<file path="src/rtl/sr_latch_driver.sv">
// sr_latch_driver: turns a single-level request into a timed, mutually
// exclusive S or R pulse for a cross-coupled NOR latch, then confirms the
// latch state from its Q/Qc feedback and reports done or err.
module sr_latch_driver #(
    parameter int PULSE_W = 2,
    parameter int TIMEOUT = 8,
    parameter int GAP     = 1
) (
    input  logic clk,
    input  logic rst,
    input  logic req_valid,
    input  logic req_level,
    output logic req_ready,
    output logic S,
    output logic R,
    input  logic q_fb,
    input  logic qc_fb,
    output logic done,
    output logic err,
    output logic level
);

    // One shared counter sized for the longest of the three timed phases.
    localparam int CNT_MAX_PW = (PULSE_W > TIMEOUT) ? PULSE_W : TIMEOUT;
    localparam int CNT_MAX    = (CNT_MAX_PW > GAP) ? CNT_MAX_PW : GAP;
    localparam int CNT_W      = (CNT_MAX > 1) ? $clog2(CNT_MAX) : 1;

    localparam logic [CNT_W-1:0] PULSE_LAST   = CNT_W'(PULSE_W - 1);
    localparam logic [CNT_W-1:0] TIMEOUT_LAST = CNT_W'(TIMEOUT - 1);
    localparam logic [CNT_W-1:0] GAP_LAST     = CNT_W'(GAP - 1);
    localparam logic [CNT_W-1:0] CNT_ONE      = CNT_W'(1);

    typedef enum logic [1:0] {
        ST_IDLE  = 2'd0,
        ST_PULSE = 2'd1,
        ST_WAIT  = 2'd2,
        ST_GAP   = 2'd3
    } state_t;

    state_t           state;
    logic [CNT_W-1:0] cnt;
    logic             fb_match;

    // A valid match needs complementary feedback; Q==Qc (both 0 during a
    // NOR race, or a fault) is never accepted as confirmation.
    assign fb_match = (q_fb == level) && (qc_fb == !level);

    // Request/pulse/confirm/gap sequencer; every output is a register so the
    // latch cell never sees combinational glitches on S or R.
    always_ff @(posedge clk or posedge rst) begin
        if (rst) begin
            state     <= ST_IDLE;
            cnt       <= '0;
            S         <= 1'b0;
            R         <= 1'b0;
            done      <= 1'b0;
            err       <= 1'b0;
            level     <= 1'b0;
            req_ready <= 1'b1;
        end else begin
            // done and err are single-cycle strobes.
            done <= 1'b0;
            err  <= 1'b0;
            case (state)
                ST_IDLE: begin
                    if (req_valid && req_ready) begin
                        level     <= req_level;
                        S         <= req_level;
                        R         <= !req_level;
                        cnt       <= '0;
                        req_ready <= 1'b0;
                        state     <= ST_PULSE;
                    end
                end
                ST_PULSE: begin
                    if (cnt == PULSE_LAST) begin
                        S     <= 1'b0;
                        R     <= 1'b0;
                        cnt   <= '0;
                        state <= ST_WAIT;
                    end else begin
                        cnt <= cnt + CNT_ONE;
                    end
                end
                ST_WAIT: begin
                    if (fb_match) begin
                        done  <= 1'b1;
                        cnt   <= '0;
                        state <= ST_GAP;
                    end else if (cnt == TIMEOUT_LAST) begin
                        err   <= 1'b1;
                        cnt   <= '0;
                        state <= ST_GAP;
                    end else begin
                        cnt <= cnt + CNT_ONE;
                    end
                end
                ST_GAP: begin
                    if (cnt == GAP_LAST) begin
                        cnt       <= '0;
                        req_ready <= 1'b1;
                        state     <= ST_IDLE;
                    end else begin
                        cnt <= cnt + CNT_ONE;
                    end
                end
                default: begin
                    S         <= 1'b0;
                    R         <= 1'b0;
                    cnt       <= '0;
                    req_ready <= 1'b1;
                    state     <= ST_IDLE;
                end
            endcase
        end
    end

endmodule

</file>
<file path="config.mk">
export PLATFORM = sky130hd
export DESIGN_NAME = sr_latch_driver
export DESIGN_NICKNAME = d
export VERILOG_FILES = /design/src/rtl/sr_latch_driver.sv
export SDC_FILE = /design/constraint.sdc
export NUM_CORES = 1
export LEC_CHECK = 0
export ABC_AREA = 1
export BUFFER_PORTS_ARGS = -buffer_cell sky130_fd_sc_hd__buf_2
export CAP_MARGIN = 20
export CORE_MARGIN = 2
export CORE_UTILIZATION = 53
export DETAILED_ROUTE_END_ITERATION = 6
export GPL_ROUTABILITY_DRIVEN = 0
export PLACE_DENSITY = 0.8
export SYNTH_ARGS = -nofsm -noshare
export SYNTH_HDL_FRONTEND = slang
export SYNTH_SLANG_ARGS = --single-unit
</file>
<file path="constraint.sdc">
create_clock -name clk -period 1.95 [get_ports clk]
set_clock_uncertainty 0.15 [all_clocks]
set_input_delay 0.195 -clock clk [delete_from_list [all_inputs] [get_ports clk]]
set_output_delay 0.195 -clock clk [all_outputs]
set_load 0.02 [all_outputs]
</file>
==> qor.yml, run 1 <==
clock_network:
  clk_latency_ps: 270
  cts_root_buf: "clkbuf_4"
  clock_path_buffers: 2
  cts_setup_buffers: 0
  numCtsBuffers: 3
  cts_max_level: 1
  clock_sinks: 11
  clkTransAtPathRegs_ps: 60
  cts_tree: "built"
grt:
  grt_pass1_wl_mm: 1.93
  grt_max_degree: 12
  grt_pass1_vias: 522
  track_usage_pct: 18.8
  antenna_found_initial: 0
  overflow: 0
timing:
  finalCriticalPeriod_ps: 1480
  hold_viol: 0
  slew_headroom_pct: 71.8
  final-setup-viol-count: 0
  period_share_pct: 76.0
  setup_tns_ps: 0
  drv_slew: 0
  worstMarginPinSlew_ps: 423
  rsz0062_at_grt: "no"
  fmaxAchievable_mhz: 675
hold_path:
  min_to: "level$_DFFE_PP0P_"
  whs_path_depth: 3
  min_from: "req_level"
  hp-class: "input pin to register"
finish:
  design_area_um2: 835
  layout-drive-gt1-share_pct: 25.0
  n_antenna_cell: 0
  nNetsFinal: 124
  nFillCells: 109
  areaGrowthSynthToFinish_pct: 15.2
floorplan:
  die_h_um: 41.0
  core_area_um2: 1280
  die_area_um2: 1680
  rows: 13
  initial_core_util_pct: 56.4
  die_w_um: 41.0
  ios: 12
critical_path:
  worstPathMaxFanout: 5
  cp_cell_sequence: "inv_1 > ha_1 > nand2_4 > inv_4 > nor2_4 > nand2_2 > nand2_1 > nand2_1"
  arrival_ps: 1490
  crit_top_cell: "nand2_1"
  reg2regPathDepth: 8
  crit_family: "simple AND/OR/NAND/NOR gates"
  ff2ff_setup_slack_ps: 470
  r2r-end: "state[1]$_DFFE_PP0P_"
  end_kind: "register"
  path_buf_inv: 2
  rr_startpoint: "state[0]$_DFFE_PP0P_"
  start_kind: "register"
  critPathMaxStageDelay_ps: 400
  crit_slowest_cell: "dfrtp_1"
  critical_path_class: "register to register"
  cp.required_ps: 1960
synth:
  seq_area_frac_synth_pct: 38.2
  synth.distinct_cells: 16
  synth_fp_nets: 107
  ys_seq_elements: 11
  synth-warning-count: 0
  netlist_area_um2: 724
  avgSynthCellArea_um2: 7.87
  syn-instance-count: 92
drt:
  drt_iter0_markers: 18
  via_per_inst: 4.73
  wl_per_cell_um: 9.79
  dr.pass1.iters: 4
  postRouteAntennaNets: 0
  finalWirelength_mm: 1.20
  drc: 0
  dr_total_vias: 582
power:
  power_density_nw_per_um2: 478
  combPwrFrac_pct: 4.4
  power.internal_mw: 0.314
  swShare_pct: 21.2
  power_frac_seq_pct: 57.2
  power.switching_mw: 0.0848
  ir_drop_mv: 0.341
  leakage_nw: 0.469
  clkPwrFrac_pct: 38.4
outcome:
  status: "finished clean"
placement:
  portBuffers: 11
  place_area_um2: 798
  dp_hpwl_mm: 1.02
run:
  maxCapViolCount: 0
==> Yosys cell counts <==
library cell | n | area (µm²)
nor2_1 | 5 | 18.8
inv_2 | 1 | 3.75
inv_1 | 17 | 63.8
dfstp_2 | 1 | 26.3
o211ai_2 | 1 | 12.5
o21ai_1 | 2 | 10.0
nand3_4 | 1 | 17.5
inv_4 | 1 | 6.26
nand3_1 | 4 | 20.0
ha_1 | 9 | 113
dfrtp_1 | 10 | 250
nand2_1 | 30 | 113
nand2_4 | 1 | 11.3
nand2_2 | 6 | 37.5
nor2_4 | 1 | 11.3
o21ai_0 | 2 | 10.0
==> metrics by stage <==
stage	utilization [%]	cells	power, mW	hold slack, ps	worst slack (ps)
after floorplan	-	92	0.241	-103	572
after global placement	62.1	118	0.248	55.9	505
after detailed placement	62.1	118	0.249	56.2	465
after CTS	64.9	123	0.401	61.6	455
after global routing	64.9	123	0.417	71.7	327
final	64.9	123	0.399	58.1	468
==> per-layer routing <==
| layer | up-vias | routed length (µm) | track usage (%) |
|---|---|---|---|
| met2 | 16 | 609 | 34.0 |
| met3 | 5 | 52 | 3.26 |
| li1 | 306 | - | - |
| met1 | 255 | 508 | 19.3 |
| met4 | 0 | 33 | 12.5 |
| met5 | - | 0 | 0 |
==> worst register-to-register path: cells and delay by family (launching register included) <==
family	cells	cell delay, ps
buf+inv	2	140
simple gates	5	410
flops	1	400
fa+ha+maj	1	280
==> repair_timing <==
item | in CTS | in global routing
hold buffers | 1 | 0
resized for setup | 0 | 0
endpoints found under the hold margin | 10 | 0
==> power groups by stage <==
| stage | Sequential (mW) | Clock (mW) | Combinational [mW] |
|---|---|---|---|
| 6_report | 0.228 | 0.154 | 0.0176 |
| 5_1_grt | 0.228 | 0.168 | 0.0210 |
| 4_1_cts | 0.228 | 0.155 | 0.0181 |
| 3_5_place_dp | 0.232 | 0 | 0.0165 |
| 3_3_place_gp | 0.232 | 0 | 0.0158 |
| 2_1_floorplan | 0.232 | 0 | 0.00870 |
==> state kept, by name, summed over array words and instances (netlist names) <==
register   flops
R              1
level          1
S              1
req_ready      1
cnt            3
state          2
done           1
err            1
==> how the worst max path moves through the flow <==
stage	startpoint	end	slack, ps	cells past startpoint
2_1_floorplan	state[0]$_DFFE_PP0P_	state[0]$_DFFE_PP0P_	570	8
3_3_place_gp	state[0]$_DFFE_PP0P_	state[1]$_DFFE_PP0P_	500	8
3_5_place_dp	state[0]$_DFFE_PP0P_	state[1]$_DFFE_PP0P_	460	8
4_1_cts	state[0]$_DFFE_PP0P_	state[1]$_DFFE_PP0P_	450	8
5_1_grt	state[0]$_DFFE_PP0P_	cnt[2]$_DFFE_PP0N_	330	7
6_report	state[0]$_DFFE_PP0P_	state[1]$_DFFE_PP0P_	470	8
==> cell families after synthesis <==
| kind of cell | after synthesis | synth area share (%) |
|---|---|---|
| adders and majority gates | 9 | 15.5 |
| and+or+nand+nor | 48 | 31.6 |
| DFF | 11 | 38.2 |
| buffers and inverters | 19 | 10.2 |
| AOI/OAI and AO/OA | 5 | 4.49 |
==> layout by cell type (no fill, tap or decap), drive strengths merged <==
master       netlist  layout
ha                 9       9
o21ai              4       4
dfrtp             10      10
inv               19      19
o211ai             1       1
nand3              5       5
buf                0      11
clkbuf             0       4
dfstp              1       1
dlygate4sd3        0       1
nand2             37      37
nor2               6       6
==> area by class of cell <==
| type | count | area, µm² | share of cell area (%) |
|---|---|---|---|
| repair buffers | 12 | 65.1 | 7.80 |
| well taps | 15 | 18.8 | 2.25 |
| multi-input cells | 62 | 374 | 44.8 |
| inverters | 19 | 73.8 | 8.85 |
| clock buffers | 4 | 26.3 | 3.15 |
| flip-flops and latches | 11 | 277 | 33.1 |
(Power assumes the default switching activity.)
==> run 2, diff against run 1 <==
CORE_UTILIZATION = 48   (was 53)
PLACE_DENSITY = 0.76   (was 0.8)
clock period = 1.34 ns   (was 1.95 ns; I/O delays follow)
==> run 2 against run 1 <==
Effect of this change:
- the run now ends with negative setup slack left
- worst hold slack gained 58 ps
- non-clock buffer count up 15
- routed wire length is 49% higher
- critical path depth rose by 1
- global-route usage increased by 1.4 points
- maximum frequency rose by 1.6%
- largest cell class unchanged
==> qor.yml, run 2 (synthesis results as in run 1) <==
drt:
  postRouteAntennaNets: 0  # unchanged
  via_per_inst: 4.94  # +4.5%
  met3_length_um: 81  # +56%
  wl_met1_um: 755  # +49%
  dr_total_vias: 687  # +18%
  drc: 0  # unchanged
  wl_per_cell_um: 12.9  # +32%
  finalWirelength_mm: 1.80  # +49%
  drt_iter0_markers: 13  # -5
  dr.pass1.iters: 4  # unchanged
  wl_met2_um: 938  # +54%
  top_layer: "met4"
timing:
  final-setup-viol-count: 8  # +8
  finalCriticalPeriod_ps: 1460  # -23.7 ps
  hold_viol: 0  # unchanged
  worstMarginPinSlew_ps: 459  # +36.9 ps
  fmaxAchievable_mhz: 686  # +1.6%
  drv_slew: 0  # unchanged
  worst_slack_ps: -118  # -586 ps
  rsz0062_at_grt: "yes"
  setup_tns_ps: -493  # -493 ps
  period_share_pct: 109  # +33 points
  slew_headroom_pct: 69.3  # -2.5 points
  whs_ps: 116  # +58.3 ps
critical_path:
  rr_startpoint: "cnt[0]$_DFFE_PP0N_"
  r2r-end: "req_ready$_DFFE_PP1P_"
  ff2ff_setup_slack_ps: -120  # -590 ps
  worstPathMaxFanout: 4  # -1
  end_kind: "register"
  arrival_ps: 1530  # +40 ps
  reg2regPathDepth: 9  # +1
  cp.required_ps: 1410  # -550 ps
  start_kind: "register"
  critical_path_class: "register to register"
finish:
  largest_reg_flops: 3  # unchanged
  nNetsFinal: 139  # +12%
  n_antenna_cell: 0  # unchanged
  areaGrowthSynthToFinish_pct: 51.3
  reg_top3: "cnt: 3 flops, state: 2 flops"
  final_common_cell: "nand2_1"
  layout-drive-gt1-share_pct: 56.1  # +31 points
  top_register: "cnt"
  final_cell_mix: "nand2_1, buf_4, nand2_2, buf_2, inv_1"
power:
  power_density_nw_per_um2: 546  # +14%
  power_frac_seq_pct: 55.4  # -1.8 points
  power.switching_mw: 0.140  # +65%
  power_mw: 0.599  # +50%
  power.internal_mw: 0.459  # +46%
  swShare_pct: 23.3  # +2.1 points
  combPwrFrac_pct: 4.9  # +0.5 points
  clkPwrFrac_pct: 39.7  # +1.3 points
  ir_drop_mv: 0.301  # -12%
  leakage_nw: 0.538  # +15%
placement:
  portBuffers: 11  # unchanged
  dp_hpwl_mm: 1.11  # +8.7%
  dp_slack_ps: -112  # -577 ps
clock_network:
  clk_latency_ps: 270  # about the same
  clock_sinks: 11  # unchanged
  cts_max_level: 1  # unchanged
  clkTransAtPathRegs_ps: 80  # +20 ps
  cts_tree: "built"
  numCtsBuffers: 3  # unchanged
  cts_root_buf: "clkbuf_4"
  clock_path_buffers: 2  # unchanged
grt:
  overflow: 0  # unchanged
  track_usage_pct: 20.2  # +1.4 points
  antenna_found_initial: 0  # unchanged
  grt_max_degree: 12  # unchanged
  grt_pass1_vias: 696  # +33%
  grt_pass1_wl_mm: 2.70  # +40%
floorplan:
  die_area_um2: 1840  # +9.4%
  die_h_um: 42.9  # +4.6%
  ios: 12  # unchanged
  core_area_um2: 1450  # +13%
  rows: 14  # +1
  die_w_um: 42.9  # +4.6%
  initial_core_util_pct: 49.8  # -6.5 points
run:
  maxCapViolCount: 0  # unchanged
hold_path:
  hp-class: "input pin to register"
  min_to: "done$_DFF_PP0_"
  whs_path_depth: 5  # +2
  min_from: "qc_fb"
outcome:
  status: "finished, violations left"
  violations: "negative setup slack"
-- run 2: how the worst max path moves through the flow --
stage | from | to | slack, ps | depth (start not counted)
after floorplan | cnt[0]$_DFFE_PP0N_ | state[0]$_DFFE_PP0P_ | 20 | 6
after global placement | state[1]$_DFFE_PP0P_ | state[0]$_DFFE_PP0P_ | -80 | 8
after detailed placement | state[1]$_DFFE_PP0P_ | state[0]$_DFFE_PP0P_ | -110 | 8
after CTS | cnt[0]$_DFFE_PP0N_ | state[0]$_DFFE_PP0P_ | -90 | 9
after global routing | cnt[0]$_DFFE_PP0N_ | req_ready$_DFFE_PP1P_ | -170 | 9
final | cnt[0]$_DFFE_PP0N_ | req_ready$_DFFE_PP1P_ | -120 | 9
-- run 2: layer usage --
layer | vias up | GRT usage [%]
li1 | 335 | -
met1 | 328 | 21.3
met2 | 22 | 37.6
met3 | 2 | 4.26
met4 | 0 | 8.75
met5 | - | 0
-- run 2: power groups by stage --
stage | sequential [mW] | combinational (mW) | clock (mW)
after global routing | 0.332 | 0.0322 | 0.262
final | 0.332 | 0.0291 | 0.238
after detailed placement | 0.338 | 0.0243 | 0
after CTS | 0.332 | 0.0288 | 0.245
after floorplan | 0.338 | 0.0127 | 0
after global placement | 0.338 | 0.0234 | 0
-- run 2: area by class of cell --
cell class | instances | area [µm²]
Fill cell | 94 | 358
Sequential cell | 11 | 280
Timing Repair Buffer | 27 | 188
Clock buffer | 4 | 26.3
Inverter | 19 | 81.3
Tap cell | 16 | 20.0
Multi-Input combinational cell | 62 | 500
-- run 2: critical path: stages, from the launching register on --
cell and delay (ps):
dfrtp_2 450, inv_2 60, ha_4 150, nand2_2 60, nand2_2 70, buf_4 140, buf_4 140, nand3_2 70
nand2_1 50, nand2_1 70
-- run 2: stage by stage --
stage	std cells	area, µm²	util, %
floorplan	92	727	-
global placement	128	870	59.8
detailed placement	128	870	59.8
CTS	137	982	67.6
global route	139	1100	75.4
finish	139	1100	75.4
-- run 2: timing repair --
| item | in CTS | in global routing |
|---|---|---|
| endpoints found under the setup margin | 8 | 9 |
| setup buffers | 3 | 2 |
| resized for setup | 14 | 27 |
| pin swaps | 8 | 15 |
| hold buffers | 2 | 0 |
| hold endpoints to repair | 13 | 0 |
==> run 3, diff against run 2 <==
CORE_MARGIN = 5   (was 2)
GPL_TIMING_DRIVEN = 0   (was not set)
SETUP_SLACK_MARGIN = 0.4   (was not set)
==> run 3 against run 2 <==
Effect of this change:
- the flow still finishes with violations (negative setup slack)
- critical path depth shrank 1
- count of clock-buffer cells in the layout is the same
- register-to-register slack worse by 20 ps
- final area rose by 3.9%
- final cell count fell by 1.4%
- routed wire length rose by 12%
- critical endpoint is now R$_DFFE_PP0P_
==> qor.yml, run 3 (synthesis results as in run 1) <==
clock_network:
  clock_sinks: 11  # unchanged
  numCtsBuffers: 3  # unchanged
  cts_max_level: 1  # unchanged
  cts_root_buf: "clkbuf_4"
  cts_tree: "built"
  clk_latency_ps: 280  # about the same
  clock_path_buffers: 2  # unchanged
  clkTransAtPathRegs_ps: 70  # about the same
finish:
  n_antenna_cell: 0  # unchanged
  areaGrowthSynthToFinish_pct: 57.2
  top_register: "cnt"
  layout-drive-gt1-share_pct: 52.9  # -3.2 points
  nFillCells: 87  # -7.4%
  design_area_um2: 1140  # +3.9%
  nNetsFinal: 137  # -1.4%
  final_common_cell: "nand2_1"
  final_cell_mix: "nand2_1, inv_1, buf_6"
  largest_reg_flops: 3  # unchanged
  reg_top3: "cnt: 3 flops, state: 2 flops"
  final_cells: 137  # -1.4%
  final_core_util_pct: 77.4  # +2.0 points
drt:
  drc: 0  # unchanged
  dr_total_vias: 676  # -1.6%
  drt_iter0_markers: 14  # +1
  finalWirelength_mm: 2.01  # +12%
  via_per_inst: 4.93  # -0.16%
  dr.pass1.iters: 4  # unchanged
  postRouteAntennaNets: 0  # unchanged
  wl_per_cell_um: 14.7  # +14%
critical_path:
  end_kind: "register"
  start_kind: "register"
  critical_path_class: "register to register"
  ff2ff_setup_slack_ps: -140  # -20 ps
  cp.required_ps: 1340  # -70 ps
  worstPathMaxFanout: 4  # unchanged
  arrival_ps: 1480  # -50 ps
power:
  ir_drop_mv: 0.507  # +69%
  power_mw: 0.601  # +0.35%
  leakage_nw: 0.560  # +4.1%
  power_density_nw_per_um2: 528  # -3.4%
timing:
  final-setup-viol-count: 8  # unchanged
  finalCriticalPeriod_ps: 1480  # +20.2 ps
  worst_slack_ps: -138  # -20.2 ps
  slew_headroom_pct: 82.6  # +13 points
  drv_slew: 0  # unchanged
  rsz0062_at_grt: "yes"
  fmaxAchievable_mhz: 676  # -1.4%
  hold_viol: 0  # unchanged
  worstMarginPinSlew_ps: 260  # -199 ps
  period_share_pct: 110  # +1.5 points
outcome:
  status: "finished, violations left"
  violations: "negative setup slack"
floorplan:
  die_h_um: 48.9  # +14%
  die_area_um2: 2390  # +30%
  rows: 14  # unchanged
  die_w_um: 48.9  # +14%
  ios: 12  # unchanged
  core_area_um2: 1470  # +1.2%
  initial_core_util_pct: 49.2  # -0.59 points
grt:
  track_usage_pct: 15.1  # -5.1 points
  grt_pass1_wl_mm: 2.82  # +4.4%
  grt_pass1_vias: 703  # +1.0%
  grt_max_degree: 12  # unchanged
  antenna_found_initial: 0  # unchanged
  overflow: 0  # unchanged
placement:
  dp_slack_ps: -70.8  # +41.6 ps
  dp.cells: 119  # -7.0%
  portBuffers: 11  # unchanged
  dp_hpwl_mm: 1.02  # -7.8%
  place_area_um2: 830  # -4.6%
hold_path:
  hp-class: "input pin to register"
run:
  maxCapViolCount: 0  # unchanged
==> run 3: report_power, final <==
part	total, mW	switching [mW]	internal (mW)
combinational	0.0310	0.0182	0.0128
sequential	0.332	0	0.332
clock	0.238	0.122	0.116
total	0.601	0.140	0.460
==> run 3: path summary, 6_finish.rpt <==
check	start	endpoint	cells after the start
max	cnt[1]$_DFFE_PP0N_	R$_DFFE_PP0P_	8
min	req_valid	cnt[2]$_DFFE_PP0N_	4
max reg2reg	cnt[1]$_DFFE_PP0N_	R$_DFFE_PP0P_	8
min reg2reg	req_ready$_DFFE_PP1P_	req_ready$_DFFE_PP1P_	2
max in group asynchronous	rst	req_ready$_DFFE_PP1P_	3
min in group asynchronous	rst	err$_DFF_PP0_	3
==> run 3: worst max-delay path, stage by stage, from the launching register on <==
cell	delay, ps
dfrtp_1	410
inv_2	110
ha_4	150
nand2_4	50
nand2_4	70
buf_4	120
o211ai_4	100
nand2_1	90
o21ai_1	80
==> run 3: timing repair <==
action	4_1_cts	5_1_grt
gates resized for setup	21	24
endpoints found under the setup margin	17	23
pin swaps	7	13
buffers inserted	8	4
gates cloned	0	0
hold buffers	2	0
hold endpoints to repair	13	0
==> run 3: cell type report <==
cell class,instances,area (µm²),share of cell area (%)
clock buffer,4,26.3,2.31
inverter,19,80.1,7.03
multi-input combinational,62,507,44.5
tap,16,20.0,1.76
timing repair buffer,25,226,19.9
sequential,11,279,24.5
==> run 3: routing by layer <==
layer / vias up / GRT usage, % / part of all wire (%)
met2: 24 / 26.7 / 48
met4: 0 / 11.7 / 5.7
met1: 309 / 15.6 / 42
met5: - / 0 / 0
li1: 330 / - / -
met3: 13 / 2.14 / 4.3
==> run 3: through the flow <==
| stage | TNS (ps) | hold WS, ps |
|---|---|---|
| floorplan | 0 | -164 |
| detailed placement | -203 | -0.781 |
| finish | -653 | 91.1 |
| CTS | -112 | 71.1 |
| global route | -1260 | 101 |
| global placement | -151 | -4.52 |
